`src/rtl/dc_pkg.sv`:
```
// dc_pkg -- shared definitions for the DC insertion block.
//   dc_state_t    : run-control FSM states (IDLE, RAMP, RUN, DRAIN)
//   DC_DATA_WIDTH : default DAC code width
//   dc_clamp()    : clamps a signed value into the DAC code range [0, max_code]
package dc_pkg;

    localparam int DC_DATA_WIDTH = 12;

    typedef enum logic [1:0] {
        IDLE  = 2'd0,
        RAMP  = 2'd1,
        RUN   = 2'd2,
        DRAIN = 2'd3
    } dc_state_t;

    function automatic int dc_clamp(input int value, input int max_code);
        int result;
        result = value;
        if (value < 0) begin
            result = 0;
        end else if (value > max_code) begin
            result = max_code;
        end
        return result;
    endfunction

endpackage

```
`src/rtl/dc_offset_ramp.sv`:
```
// dc_offset_ramp -- slews the DC offset toward a goal in bounded steps.
// Every RAMP_DIV cycles while active, cur_offset moves toward goal by
// min(RAMP_STEP, |goal - cur_offset|).
// Ports:
//   clk        in   clock (rising edge)
//   rst        in   asynchronous active-high reset
//   clear      in   force cur_offset to zero (owner is idle)
//   active     in   stepping enabled
//   restart    in   owner changes state this cycle; tick counter restarts
//   goal       in   offset being approached
//   cur_offset out  present offset
//   reached    out  cur_offset equals goal
module dc_offset_ramp #(
    parameter int DATA_WIDTH = 12,
    parameter int RAMP_STEP  = 8,
    parameter int RAMP_DIV   = 4
) (
    input  logic                  clk,
    input  logic                  rst,
    input  logic                  clear,
    input  logic                  active,
    input  logic                  restart,
    input  logic [DATA_WIDTH-1:0] goal,
    output logic [DATA_WIDTH-1:0] cur_offset,
    output logic                  reached
);

    localparam int CNT_W = (RAMP_DIV > 1) ? $clog2(RAMP_DIV) : 1;
    localparam logic [CNT_W-1:0] LAST_CNT = CNT_W'(RAMP_DIV - 1);
    localparam logic [DATA_WIDTH-1:0] STEP_W = DATA_WIDTH'(RAMP_STEP);

    logic [CNT_W-1:0]      tick_cnt;
    logic                  tick;
    logic [DATA_WIDTH-1:0] next_offset;

    assign tick    = active && (tick_cnt == LAST_CNT);
    assign reached = (cur_offset == goal);

    // The final step is shortened so the offset lands exactly on the goal.
    always_comb begin
        next_offset = cur_offset;
        if (goal > cur_offset) begin
            if ((goal - cur_offset) > STEP_W) begin
                next_offset = cur_offset + STEP_W;
            end else begin
                next_offset = goal;
            end
        end else if (goal < cur_offset) begin
            if ((cur_offset - goal) > STEP_W) begin
                next_offset = cur_offset - STEP_W;
            end else begin
                next_offset = goal;
            end
        end
    end

    // A tick falling on a state-change edge still steps; only the count restarts.
    always_ff @(posedge clk or posedge rst) begin
        if (rst) begin
            tick_cnt <= '0;
        end else if (restart || !active || tick) begin
            tick_cnt <= '0;
        end else begin
            tick_cnt <= tick_cnt + CNT_W'(1);
        end
    end

    always_ff @(posedge clk or posedge rst) begin
        if (rst) begin
            cur_offset <= '0;
        end else if (clear) begin
            cur_offset <= '0;
        end else if (tick) begin
            cur_offset <= next_offset;
        end
    end

endmodule

```
`src/rtl/dc_insertion.sv`:
```
// dc_insertion -- adds a slewed DC offset to an AC sample stream for a DAC.
// Build option: define DC_INSERTION_SAT_CNT_EN to add the sat_count output.
// Ports:
//   dac_clk     in   sole clock
//   rst         in   asynchronous active-high reset
//   stable      in   run request (1 = ramp up and run, 0 = ramp down and idle)
//   data_in     in   signed AC sample, DATA_WIDTH+1 bits
//   en          in   data_in valid strobe
//   offset_in   in   unsigned target DC offset
//   offset_load in   pulse latching offset_in as the target
//   data_out    out  unsigned DAC code
//   valid_out   out  data_out updated this cycle
//   sat         out  current data_out was clamped
//   ramp_busy   out  offset is slewing (RAMP or DRAIN)
//   sat_count   out  saturated-sample count (only with DC_INSERTION_SAT_CNT_EN)
module dc_insertion
    import dc_pkg::*;
#(
    parameter int DATA_WIDTH = DC_DATA_WIDTH,
    parameter int RAMP_STEP  = 8,
    parameter int RAMP_DIV   = 4
) (
    input  logic                  dac_clk,
    input  logic                  rst,
    input  logic                  stable,
    input  logic [DATA_WIDTH:0]   data_in,
    input  logic                  en,
    input  logic [DATA_WIDTH-1:0] offset_in,
    input  logic                  offset_load,
    output logic [DATA_WIDTH-1:0] data_out,
    output logic                  valid_out,
    output logic                  sat,
    output logic                  ramp_busy
`ifdef DC_INSERTION_SAT_CNT_EN
    ,
    output logic [15:0]           sat_count
`endif
);

    localparam int MAX_CODE = (1 << DATA_WIDTH) - 1;

    dc_state_t                    state;
    dc_state_t                    state_next;
    logic [DATA_WIDTH-1:0]        target;
    logic [DATA_WIDTH-1:0]        goal;
    logic [DATA_WIDTH-1:0]        cur_offset;
    logic                         reached;
    logic                         retarget;
    logic signed [DATA_WIDTH+1:0] sum;
    int                           clamped;
    logic                         clamp_hit;

    // DRAIN always heads for zero; the latched target is kept for a later RAMP.
    assign goal      = (state == DRAIN) ? '0 : target;
    assign ramp_busy = (state == RAMP) || (state == DRAIN);
    assign retarget  = offset_load && (offset_in != cur_offset);

    dc_offset_ramp #(
        .DATA_WIDTH(DATA_WIDTH),
        .RAMP_STEP (RAMP_STEP),
        .RAMP_DIV  (RAMP_DIV)
    ) u_ramp (
        .clk       (dac_clk),
        .rst       (rst),
        .clear     (state == IDLE),
        .active    (ramp_busy),
        .restart   (state_next != state),
        .goal      (goal),
        .cur_offset(cur_offset),
        .reached   (reached)
    );

    always_ff @(posedge dac_clk or posedge rst) begin
        if (rst) begin
            state <= IDLE;
        end else begin
            state <= state_next;
        end
    end

    // RAMP does not settle into RUN if a new, different target arrives in the
    // same cycle it reaches the old one.
    always_comb begin
        state_next = state;
        unique case (state)
            IDLE: begin
                if (stable) state_next = RAMP;
            end
            RAMP: begin
                if (!stable) state_next = DRAIN;
                else if (reached && !retarget) state_next = RUN;
            end
            RUN: begin
                if (!stable) state_next = DRAIN;
                else if (retarget) state_next = RAMP;
            end
            DRAIN: begin
                if (stable) state_next = RAMP;
                else if (reached) state_next = IDLE;
            end
            default: state_next = IDLE;
        endcase
    end

    always_ff @(posedge dac_clk or posedge rst) begin
        if (rst) begin
            target <= '0;
        end else if (offset_load) begin
            target <= offset_in;
        end
    end

    // Two extra bits keep the signed sum free of overflow before clamping.
    assign sum       = $signed({data_in[DATA_WIDTH], data_in}) + $signed({2'b00, cur_offset});
    assign clamped   = dc_clamp(int'(sum), MAX_CODE);
    assign clamp_hit = (clamped != int'(sum));

    // Output register: forced to zero in IDLE, otherwise loads on en and holds.
    always_ff @(posedge dac_clk or posedge rst) begin
        if (rst) begin
            data_out  <= '0;
            valid_out <= 1'b0;
            sat       <= 1'b0;
        end else if (state == IDLE) begin
            data_out  <= '0;
            valid_out <= 1'b0;
            sat       <= 1'b0;
        end else if (en) begin
            data_out  <= DATA_WIDTH'(clamped);
            valid_out <= 1'b1;
            sat       <= clamp_hit;
        end else begin
            valid_out <= 1'b0;
            sat       <= 1'b0;
        end
    end

`ifdef DC_INSERTION_SAT_CNT_EN
    // Counts clamped output samples; a fresh start from IDLE clears it.
    always_ff @(posedge dac_clk or posedge rst) begin
        if (rst) begin
            sat_count <= '0;
        end else if ((state == IDLE) && (state_next == RAMP)) begin
            sat_count <= '0;
        end else if ((state != IDLE) && en && clamp_hit && (sat_count != 16'hFFFF)) begin
            sat_count <= sat_count + 16'd1;
        end
    end
`endif

endmodule

```
`config.mk`:
```
export PLATFORM = sky130hd
export DESIGN_NAME = dc_insertion
export DESIGN_NICKNAME = d
export VERILOG_FILES = /design/src/rtl/dc_pkg.sv /design/src/rtl/dc_offset_ramp.sv /design/src/rtl/dc_insertion.sv
export SDC_FILE = /design/constraint.sdc
export NUM_CORES = 1
export LEC_CHECK = 0
export ABC_AREA = 1
export BUFFER_PORTS_ARGS = -buffer_cell sky130_fd_sc_hd__buf_2
export CAP_MARGIN = 40
export CORE_UTILIZATION = 45
export CTS_CLUSTER_DIAMETER = 120
export DETAILED_ROUTE_END_ITERATION = 12
export PLACE_DENSITY = 0.69
export SYNTH_ARGS = -nofsm -noshare
export SYNTH_HDL_FRONTEND = slang
export SYNTH_SLANG_ARGS = --single-unit
```
`constraint.sdc`:
```
create_clock -name dac_clk -period 2.8 [get_ports dac_clk]
set_clock_uncertainty 0.05 [all_clocks]
set_input_delay 0.56 -clock dac_clk [delete_from_list [all_inputs] [get_ports dac_clk]]
set_output_delay 0.56 -clock dac_clk [all_outputs]
set_load 0.03 [all_outputs]
```
== After elaboration in Yosys (flattened, before gate mapping) ==
Index checks and enable logic that the tools add are counted.

* Divide/modulo/power cells: 0
* Magnitude comparators: 6
* Reductions and logical operators: 13
* Shift operators: 0
* Add/subtract/negate cells: 6
* $mul: 0
* Bitwise gates (word level): 0
* Equality and inequality tests: 8
* Multiplexer cells: 24

{| class="wikitable"
|+ Operators by type and width
! kind !! number
|-
| $mux W12 || 9
|-
| $mux W32 || 2
|-
| $ne A32 B14 Y1 || 1
|-
| $gt A12 B4 Y1 const B || 2
|-
| $sub A12 B12 Y12 || 2
|-
| $mux W2 || 8
|-
| $add A13 B13 Y14 || 1
|-
| $gt A14 B13 Y1 const B || 1
|-
| $lt A14 B1 Y1 const B || 1
|-
| $add A12 B4 Y12 const B || 1
|-
| $eq A12 B12 Y1 || 1
|-
| $gt A12 B12 Y1 || 1
|-
| $lt A12 B12 Y1 || 1
|-
| $ne A12 B12 Y1 || 1
|-
| $sub A12 B4 Y12 const B || 1
|-
| $pmux W2 S4 || 1
|-
| $eq A2 B2 Y1 const B || 3
|-
| $mux W1 || 4
|-
| $reduce_bool A2 Y1 || 2
|-
| $logic_and A1 B1 Y1 || 3
|-
| $logic_or A1 B1 Y1 || 3
|-
| $reduce_bool A3 Y1 || 1
|-
| $add A2 B1 Y2 const B || 1
|-
| $eq A2 B1 Y1 const B || 1
|-
| other kinds (4) || 5
|}

* Memories kept: 0
* RAM bits: 0
* Memory bits (read-only): 0
* Logic and storage cells: 64
* Output and inout port bits: 15
* Register bits after elaboration: 42
* Latch bits: 0
* Bits of input ports: 30

== Logic depth before layout (Yosys ltp) ==
Gate-level depths: netlist of the first run.

* Depth in word-level cells: 11
* Gate-level depth with buffers: 23
* Depth with buffers taken out: 22

== Cells and area by module ==
A second synthesis of the first run with hierarchy kept.

* Cell total of the unflattened synthesis: 822
* Area total of the unflattened synthesis: 4937.2 µm²

{| class="wikitable"
|+ Modules (own cells, without submodules)
! module !! times used !! seq. area each (µm²) !! cells each !! area each (µm²)
|-
| dc_offset_ramp || 1 || 350.3 || 498 || 2803.9
|-
| dc_insertion || 1 || 700.7 || 324 || 2133.3
|}

== Worst setup path after synthesis of the first run ==
Ideal clock, no wire load.

* Path kind: reg2reg
* From: register state[0]
* To: register u_ramp.cur_offset[1]
* Setup time: 0.119 ns
* Path buffers: 1
* Data required time: 2.631 ns
* Arrival time: 2.623 ns
* Cell stages (with the launch flop): 19
* Slack: 0.008 ns
* Clock period less this slack: 2.792 ns
* Cell sequence: dfrtp_1 > nand2_1 > inv_1 > clkbuf_1 > nor2_1 > inv_1 > ha_1 > fa_1 > inv_1 > nand3_1 > nand2_1 > xor2_1 > nand3_2 > nor2_8 > nand3_4 > nand2_4 > nand3_1 > nand2_1 > nor2_1

* Longest elaborated chain between the ends: 9
* Elaborated cells on any way between the ends: 21
* Those cells by class: add/sub (2); order compare (4); eq/ne (2); mux (7); reduce/logical (6)

{| class="wikitable"
|+ RTL lines
! item !! line !! source
|-
| from (decl) || dc_insertion.sv:42 || <nowiki>dc_state_t state;</nowiki>
|-
| from (signal assigned) || dc_insertion.sv:77 || <nowiki>state <= state_next;</nowiki>
|-
| $eq A2 B2 Y1 || dc_insertion.sv:54, dc_insertion.sv:55 ||
|-
| $mux W12 || dc_insertion.sv:54 || <nowiki>assign goal = (state == DRAIN) ? '0 : target;</nowiki>
|-
| $sub A12 B12 Y12 || dc_offset_ramp.sv:49 || <nowiki>if ((cur_offset - goal) > STEP_W) begin</nowiki>
|-
| $gt A12 B4 Y1 || dc_offset_ramp.sv:49 ||
|-
| $mux W12 || dc_offset_ramp.sv:49 ||
|-
| $mux W12 || dc_offset_ramp.sv:48 || <nowiki>end else if (goal < cur_offset) begin</nowiki>
|-
| $mux W12 || dc_offset_ramp.sv:42 || <nowiki>if (goal > cur_offset) begin</nowiki>
|-
| $mux W12 || dc_offset_ramp.sv:73 || <nowiki>end else if (tick) begin</nowiki>
|-
| $mux W12 || dc_offset_ramp.sv:71 || <nowiki>end else if (clear) begin</nowiki>
|-
| to (signal assigned) || dc_offset_ramp.sv:74 || <nowiki>cur_offset <= next_offset;</nowiki>
|-
| to (decl) || dc_offset_ramp.sv:24 || <nowiki>output logic [DATA_WIDTH-1:0] cur_offset,</nowiki>
|}

Several ways; a longest one is shown, not always the timed one. The select of a mux whose other input is x is not followed.
A chain may end at the register's enable or synchronous reset.

== Worst setup path after layout of the first run ==
* From: register state[1]
* To: register u_ramp.cur_offset[5]

Same word-level chain as after synthesis.

==> results of run 1 <==
[cells in the final DEF (no fill, tap or decap), drive strengths merged, types with 4 or more instances in the layout]
cell type / count
nand2: 266
inv: 116
buf: 110
nand3: 91
nor2: 55
dfrtp: 42
ha: 38
a21oi: 24
xor2: 22
o21ai: 22
nand4: 15
xnor2: 10
nor3: 9
clkbuf: 8
or2: 4
[flip-flops by register name, summed over array words and instances, names as in the netlist]
signal / count
u_ramp.tick_cnt: 2
sat: 1
target: 12
state: 2
valid_out: 1
data_out: 12
u_ramp.cur_offset: 12
[path summary, 6_finish.rpt]
kind	start	end	slack (ns)
setup / recovery	state[1]	u_ramp.cur_offset[5]	0.008
hold / removal	rst	u_ramp.tick_cnt[0]	0.34
setup reg to reg	state[1]	u_ramp.cur_offset[5]	0.008
hold reg to reg	u_ramp.tick_cnt[0]	u_ramp.tick_cnt[0]	0.39
max in group asynchronous	rst	u_ramp.cur_offset[0]	1.97
min in group dac_clk	u_ramp.tick_cnt[0]	u_ramp.tick_cnt[0]	0.39
[cells by family (layout without fill, tap and decap cells)]
logic type,count (synthesis),in the layout,share of synthesized area
AO/OA/AOI/OAI,54,54,0.0653
flip-flops,42,42,0.227
buffers and inverters,131,236,0.107
AND/OR/NAND/NOR,438,441,0.430
XOR/XNOR,32,32,0.0604
adder cells (fa/ha/maj),40,40,0.111
[final cells by class]
type,count,area [um^2],share of cell area
inverters,118,449,0.0744
repair buffers,110,748,0.124
multi-input cells,567,3510,0.581
clock buffers,8,110,0.0182
flip-flops and latches,42,1050,0.174
well taps,133,166,0.0276
[power groups by stage]
stage | Clock, W | Combinational (W) | Sequential (W)
5_1_grt | 0.000501 | 0.00677 | 0.000880
3_3_place_gp | 0 | 0.00508 | 0.000862
4_1_cts | 0.000480 | 0.00573 | 0.000861
3_5_place_dp | 0 | 0.00519 | 0.000869
2_1_floorplan | 0 | 0.00350 | 0.00108
6_report | 0.000475 | 0.00619 | 0.000861
[critical path: cells and delay by family, from the launching register on]
| family | cells | cell delay (ns) |
|---|---|---|
| DFF | 1 | 0.38 |
| AOI/OAI and AO/OA | 1 | 0.17 |
| and+or+nand+nor | 13 | 1.13 |
| buffers and inverters | 6 | 0.66 |
| adders and majority gates | 1 | 0.30 |
[layer usage]
layer,GRT usage,vias to the layer above,share of wire
li1,-,2544,-
met1,0.340,2346,0.45
met2,0.438,161,0.47
met3,0.0321,26,0.054
met4,0.0673,0,0.021
met5,0,-,0
[through the flow]
step | instances | power, W | utilization | instance area [um^2]
after floorplan | 737 | 0.00458 | - | 4640
after global placement | 953 | 0.00594 | 0.545 | 5370
after detailed placement | 953 | 0.00606 | 0.545 | 5370
after CTS | 969 | 0.00707 | 0.586 | 5780
after global routing | 978 | 0.00815 | 0.612 | 6040
final | 978 | 0.00753 | 0.612 | 6040
[repair_timing]
action                                  in CTS  in global routing
pin swaps                                   21                 23
cloned                                       2                  1
resized for setup                           50                 55
endpoints found under the setup margin      13                 28
buffers inserted                             6                  8
==> impl_metrics.env, run 1 <==
export IMPL_tns_ns=0
export IMPL_path_max_fanout=7
export IMPL_synthCells=737
export IMPL_pre_cts_ws_ns=-0.151
export IMPL_grt_pass1_vias=4831
export IMPL_worst_pin_slew_ns=0.703
export IMPL_swShare=0.552
export IMPL_period_needed_ns=2.79
export IMPL_area_growth_syn_to_layout_pct=30.2
export IMPL_grt_overflow=0
export IMPL_synth_edf_count=0
export IMPL_cp_slowest_stage_delay_ns=0.38
export IMPL_fillerInstances=873
export IMPL_syn_nets=807
export IMPL_clkLatencyLatePin_ns=0.30
export IMPL_diodes=0
export IMPL_ctsHoldBuffers=0
export IMPL_finalMaxSlewViolations=0
export IMPL_grt_max_degree=43
export IMPL_hold_violations=0
export IMPL_initial_core_util=0.470
export IMPL_die_area_mm2=0.0107
export IMPL_p_per_area_mw_per_mm2=1250
export IMPL_slew_headroom=0.530
export IMPL_yosys_top_cells_area="dfrtp_1 23%, nand2_1 20%, ha_1 10%, nand3_1 9.4%, inv_1 8.7%"
export IMPL_power_leakage_nw=3.33
export IMPL_hp_class="in2async"
export IMPL_synth_distinct_cells=35
export IMPL_boundaryPins=45
export IMPL_synth_top_cells_by_count="253 x nand2_1, 108 x inv_1, 87 x nand3_1"
export IMPL_rsz0062_at_grt="true"
export IMPL_reg2reg_depth=21
export IMPL_ys_flop_type="dfrtp_1"
export IMPL_drtAntennaViolNets=0
export IMPL_final_layout_size_suffix_gt1_frac=0.282
export IMPL_grt_pass1_wl_um=22500
export IMPL_start_kind="flip-flop"
export IMPL_gp_congestion=0.937
export IMPL_fp_dieH_um=104
export IMPL_run_status="complete, no violations"
export IMPL_final_net_count=914
export IMPL_worst_ep_required_time_ns=2.95
export IMPL_finalCritPeriodShare=0.997
export IMPL_cts_sinks=42
export IMPL_async_reset_ff_frac=1.00
export IMPL_cts_buffers=5
export IMPL_yosysTopAreaCell="dfrtp_1"
export IMPL_wl_per_cell_um=14.2
export IMPL_drt_iter0_drc=305
export IMPL_setup_worst_path_class="reg2reg"
export IMPL_worstSetupEndpointType="flip-flop"
export IMPL_cts_htree_levels=2
export IMPL_fin_ws_ns=0.00840
export IMPL_intPower_w=0.00337
export IMPL_arrival_ns=2.94
export IMPL_fmax_mhz=358
export IMPL_vdd_drop_max_uv=610
export IMPL_cp_slowest_cell="dfrtp_1"
export IMPL_clock_path_buffers=2
export IMPL_power_frac_clock=0.063
export IMPL_yosys_area_top_type_share=0.227
export IMPL_die_w_um=104
export IMPL_core_area_mm2=0.00986
export IMPL_routed_via_density=5.19
export IMPL_synth_seq_area_share=0.227
export IMPL_combPwrFrac=0.822
export IMPL_vias=5077
export IMPL_ys_ff_latch=42
export IMPL_portBuffers=44
export IMPL_maxCapViolations=0
export IMPL_wirelength_um=13900
export IMPL_drt_pass1_iterations=5
export IMPL_whs_ns=0.341
export IMPL_drc_errors=0
export IMPL_path_clk_slew_ns=0.08
export IMPL_power_frac_seq=0.114
export IMPL_finalSetupViolations=0
export IMPL_avgSynthCellArea_um2=6.29
export IMPL_grt_use_total=0.256
export IMPL_root_buffer="clkbuf_8"
export IMPL_synth_most_common_cell="nand2_1"
export IMPL_p_sw_w=0.00416
export IMPL_dp_hpwl_um=10600
export IMPL_path_cells="nand2_2 > clkinvlp_4 > buf_4 > nor2_4 > buf_4 > ha_4 > nand2_2 > inv_2 > nand2_2 > inv_2 > nand2_1 > nand2_1 > nand2_1 > a21oi_2 > inv_2 > nor2_8 > nand2_4 > nand2_2 > nand3_1 > nand3_1 > nand2_1"
export IMPL_syn_cell_area_mm2=0.00464
export IMPL_antenna_found_initial=0
export IMPL_rows=36
export IMPL_tritoncts="done"
export IMPL_ys_warn_count=0
Power figures use the tool's default switching activity.
==> run 2, diff against run 1 <==
Settings changed: CORE_ASPECT_RATIO set to 0.6, PLACE_DENSITY 0.69 to 0.66, REMOVE_ABC_BUFFERS set to 1.
Clock period 2.8 ns to 3.47 ns, I/O delays scaled along.
==> impl_metrics.env, run 2 (synthesized netlist as in run 1, its figures left out) <==
export IMPL_run_status="complete, no violations"
export IMPL_gp_congestion=0.980
export IMPL_r2r_end="u_ramp.cur_offset[9]"
export IMPL_slew_headroom=0.441
export IMPL_routed_via_density=5.21
export IMPL_cts_buffers=5
export IMPL_wl_per_cell_um=14.4
export IMPL_portBuffers=44
export IMPL_area_growth_syn_to_layout_pct=13.2
export IMPL_start_kind="flip-flop"
export IMPL_layout_common_cells="252 x nand2_1, 107 x inv_1, 87 x nand3_1, 44 x buf_2"
export IMPL_finalCritPeriodShare=0.925
export IMPL_drc_errors=0
export IMPL_grt_overflow=0
export IMPL_boundaryPins=45
export IMPL_ctsHoldBuffers=0
export IMPL_rsz0062_at_grt="false"
export IMPL_grt_use_total=0.268
export IMPL_dpl_cell_area_mm2=0.00505
export IMPL_initial_core_util=0.466
export IMPL_grt_pass1_wl_um=22400
export IMPL_finalSetupViolations=0
export IMPL_core_area_mm2=0.00995
export IMPL_root_buffer="clkbuf_16"
export IMPL_path_clk_slew_ns=0.06
export IMPL_stdcell_area_mm2=0.00525
export IMPL_reg2reg_depth=19
export IMPL_fmax_mhz=311
export IMPL_drtAntennaViolNets=0
export IMPL_setup_worst_path_class="reg2reg"
export IMPL_antenna_found_initial=0
export IMPL_worst_pin_slew_ns=0.836
export IMPL_final_common_cell="nand2_1"
export IMPL_r2r_slack_ns=0.26
export IMPL_maxCapViolations=0
export IMPL_dp_hpwl_um=11000
export IMPL_grt_pass1_vias=4378
export IMPL_tritoncts="done"
export IMPL_drt_pass1_iterations=5
export IMPL_period_needed_ns=3.21
export IMPL_finalMaxSlewViolations=0
export IMPL_die_area_mm2=0.0107
export IMPL_clock_path_buffers=2
export IMPL_fp_dieH_um=80.6
export IMPL_clkLatencyLatePin_ns=0.29
export IMPL_pre_cts_ws_ns=0.0174
export IMPL_grt_max_degree=25
export IMPL_fillerInstances=996
export IMPL_die_w_um=133
export IMPL_cts_htree_levels=2
export IMPL_worstSetupEndpointType="flip-flop"
export IMPL_cts_sinks=42
export IMPL_drt_iter0_drc=454
export IMPL_wirelength_um=13300
export IMPL_tns_ns=0
export IMPL_vdd_drop_max_uv=383
export IMPL_p_per_area_mw_per_mm2=1000
export IMPL_hold_violations=0
export IMPL_final_net_count=854
export IMPL_worst_ep_required_time_ns=3.60
export IMPL_final_layout_size_suffix_gt1_frac=0.135
export IMPL_diodes=0
export IMPL_vias=4796
export IMPL_hp_class="in2async"
export IMPL_largestRegisters="data_out: 12 flops, target: 12 flops, u_ramp.cur_offset: 12 flops"
export IMPL_rows=28
export IMPL_worstReg2RegStart="state[0]"
export IMPL_fin_ws_ns=0.259
export IMPL_path_max_fanout=10
export IMPL_power_leakage_nw=3.02
export IMPL_arrival_ns=3.34
export IMPL_power_w=0.00526
==> run 2: timing repair <==
item,CTS,global route
setup buffers,0,1
gates resized for setup,0,3
setup endpoints to repair,0,14
==> run 2: area by class of cell <==
type                            instances  area, um^2  share of cell area
Inverter                              118         447              0.0851
Timing Repair Buffer                   53         320              0.0610
Clock buffer                            5         125              0.0238
Clock inverter                          3        40.0             0.00763
Multi-Input combinational cell        564        3100               0.590
Sequential cell                        42        1050               0.200
Tap cell                              135         169              0.0322
==> run 2: stage by stage <==
| stage | hold slack [ns] | cells | utilization |
|---|---|---|---|
| after floorplan | 0.359 | 724 | - |
| after global placement | 0.371 | 910 | 0.505 |
| after detailed placement | 0.382 | 911 | 0.508 |
| after CTS | 0.391 | 919 | 0.525 |
| after global routing | 0.432 | 920 | 0.527 |
| final | 0.386 | 920 | 0.527 |
==> run 2: routing by layer <==
metal,part of all wire,global-route usage
met1,0.52,0.413
met2,0.36,0.361
met3,0.12,0.0777
met4,0.0044,0.0333
met5,0,0
==> run 2: power breakdown <==
part | leakage, nW | switching [W] | total, W | internal (W)
registers | 0.544 | 0.000147 | 0.000774 | 0.000628
logic | 2.39 | 0.00269 | 0.00395 | 0.00126
clock network | 0.0836 | 0.000203 | 0.000540 | 0.000337
total | 3.02 | 0.00304 | 0.00526 | 0.00222
==> run 2: critical path, cell delays in order (launching register included) <==
cell,delay (ns)
dfrtp_1,0.43
nand2_1,0.13
clkinvlp_4,0.14
buf_12,0.16
nor2_1,0.21
ha_1,0.39
a21oi_1,0.37
nand2_1,0.13
nand2_1,0.13
nand3_1,0.08
nand2_1,0.06
nand2_1,0.07
inv_2,0.06
nand2_2,0.07
nor2_8,0.18
nand2_2,0.14
nand2_1,0.08
nand3_1,0.07
nand3_1,0.08
nand2_1,0.06
==> run 2: worst max path at each step <==
stage                     from                    to  slack, ns
finish                state[0]  u_ramp.cur_offset[9]       0.26
floorplan             state[0]  u_ramp.cur_offset[1]       0.61
detailed placement  data_in[0]           data_out[5]       0.02
global placement    data_in[0]          data_out[11]       0.03
CTS                   state[0]  u_ramp.cur_offset[9]       0.20
global route          state[0]  u_ramp.cur_offset[5]      0.008
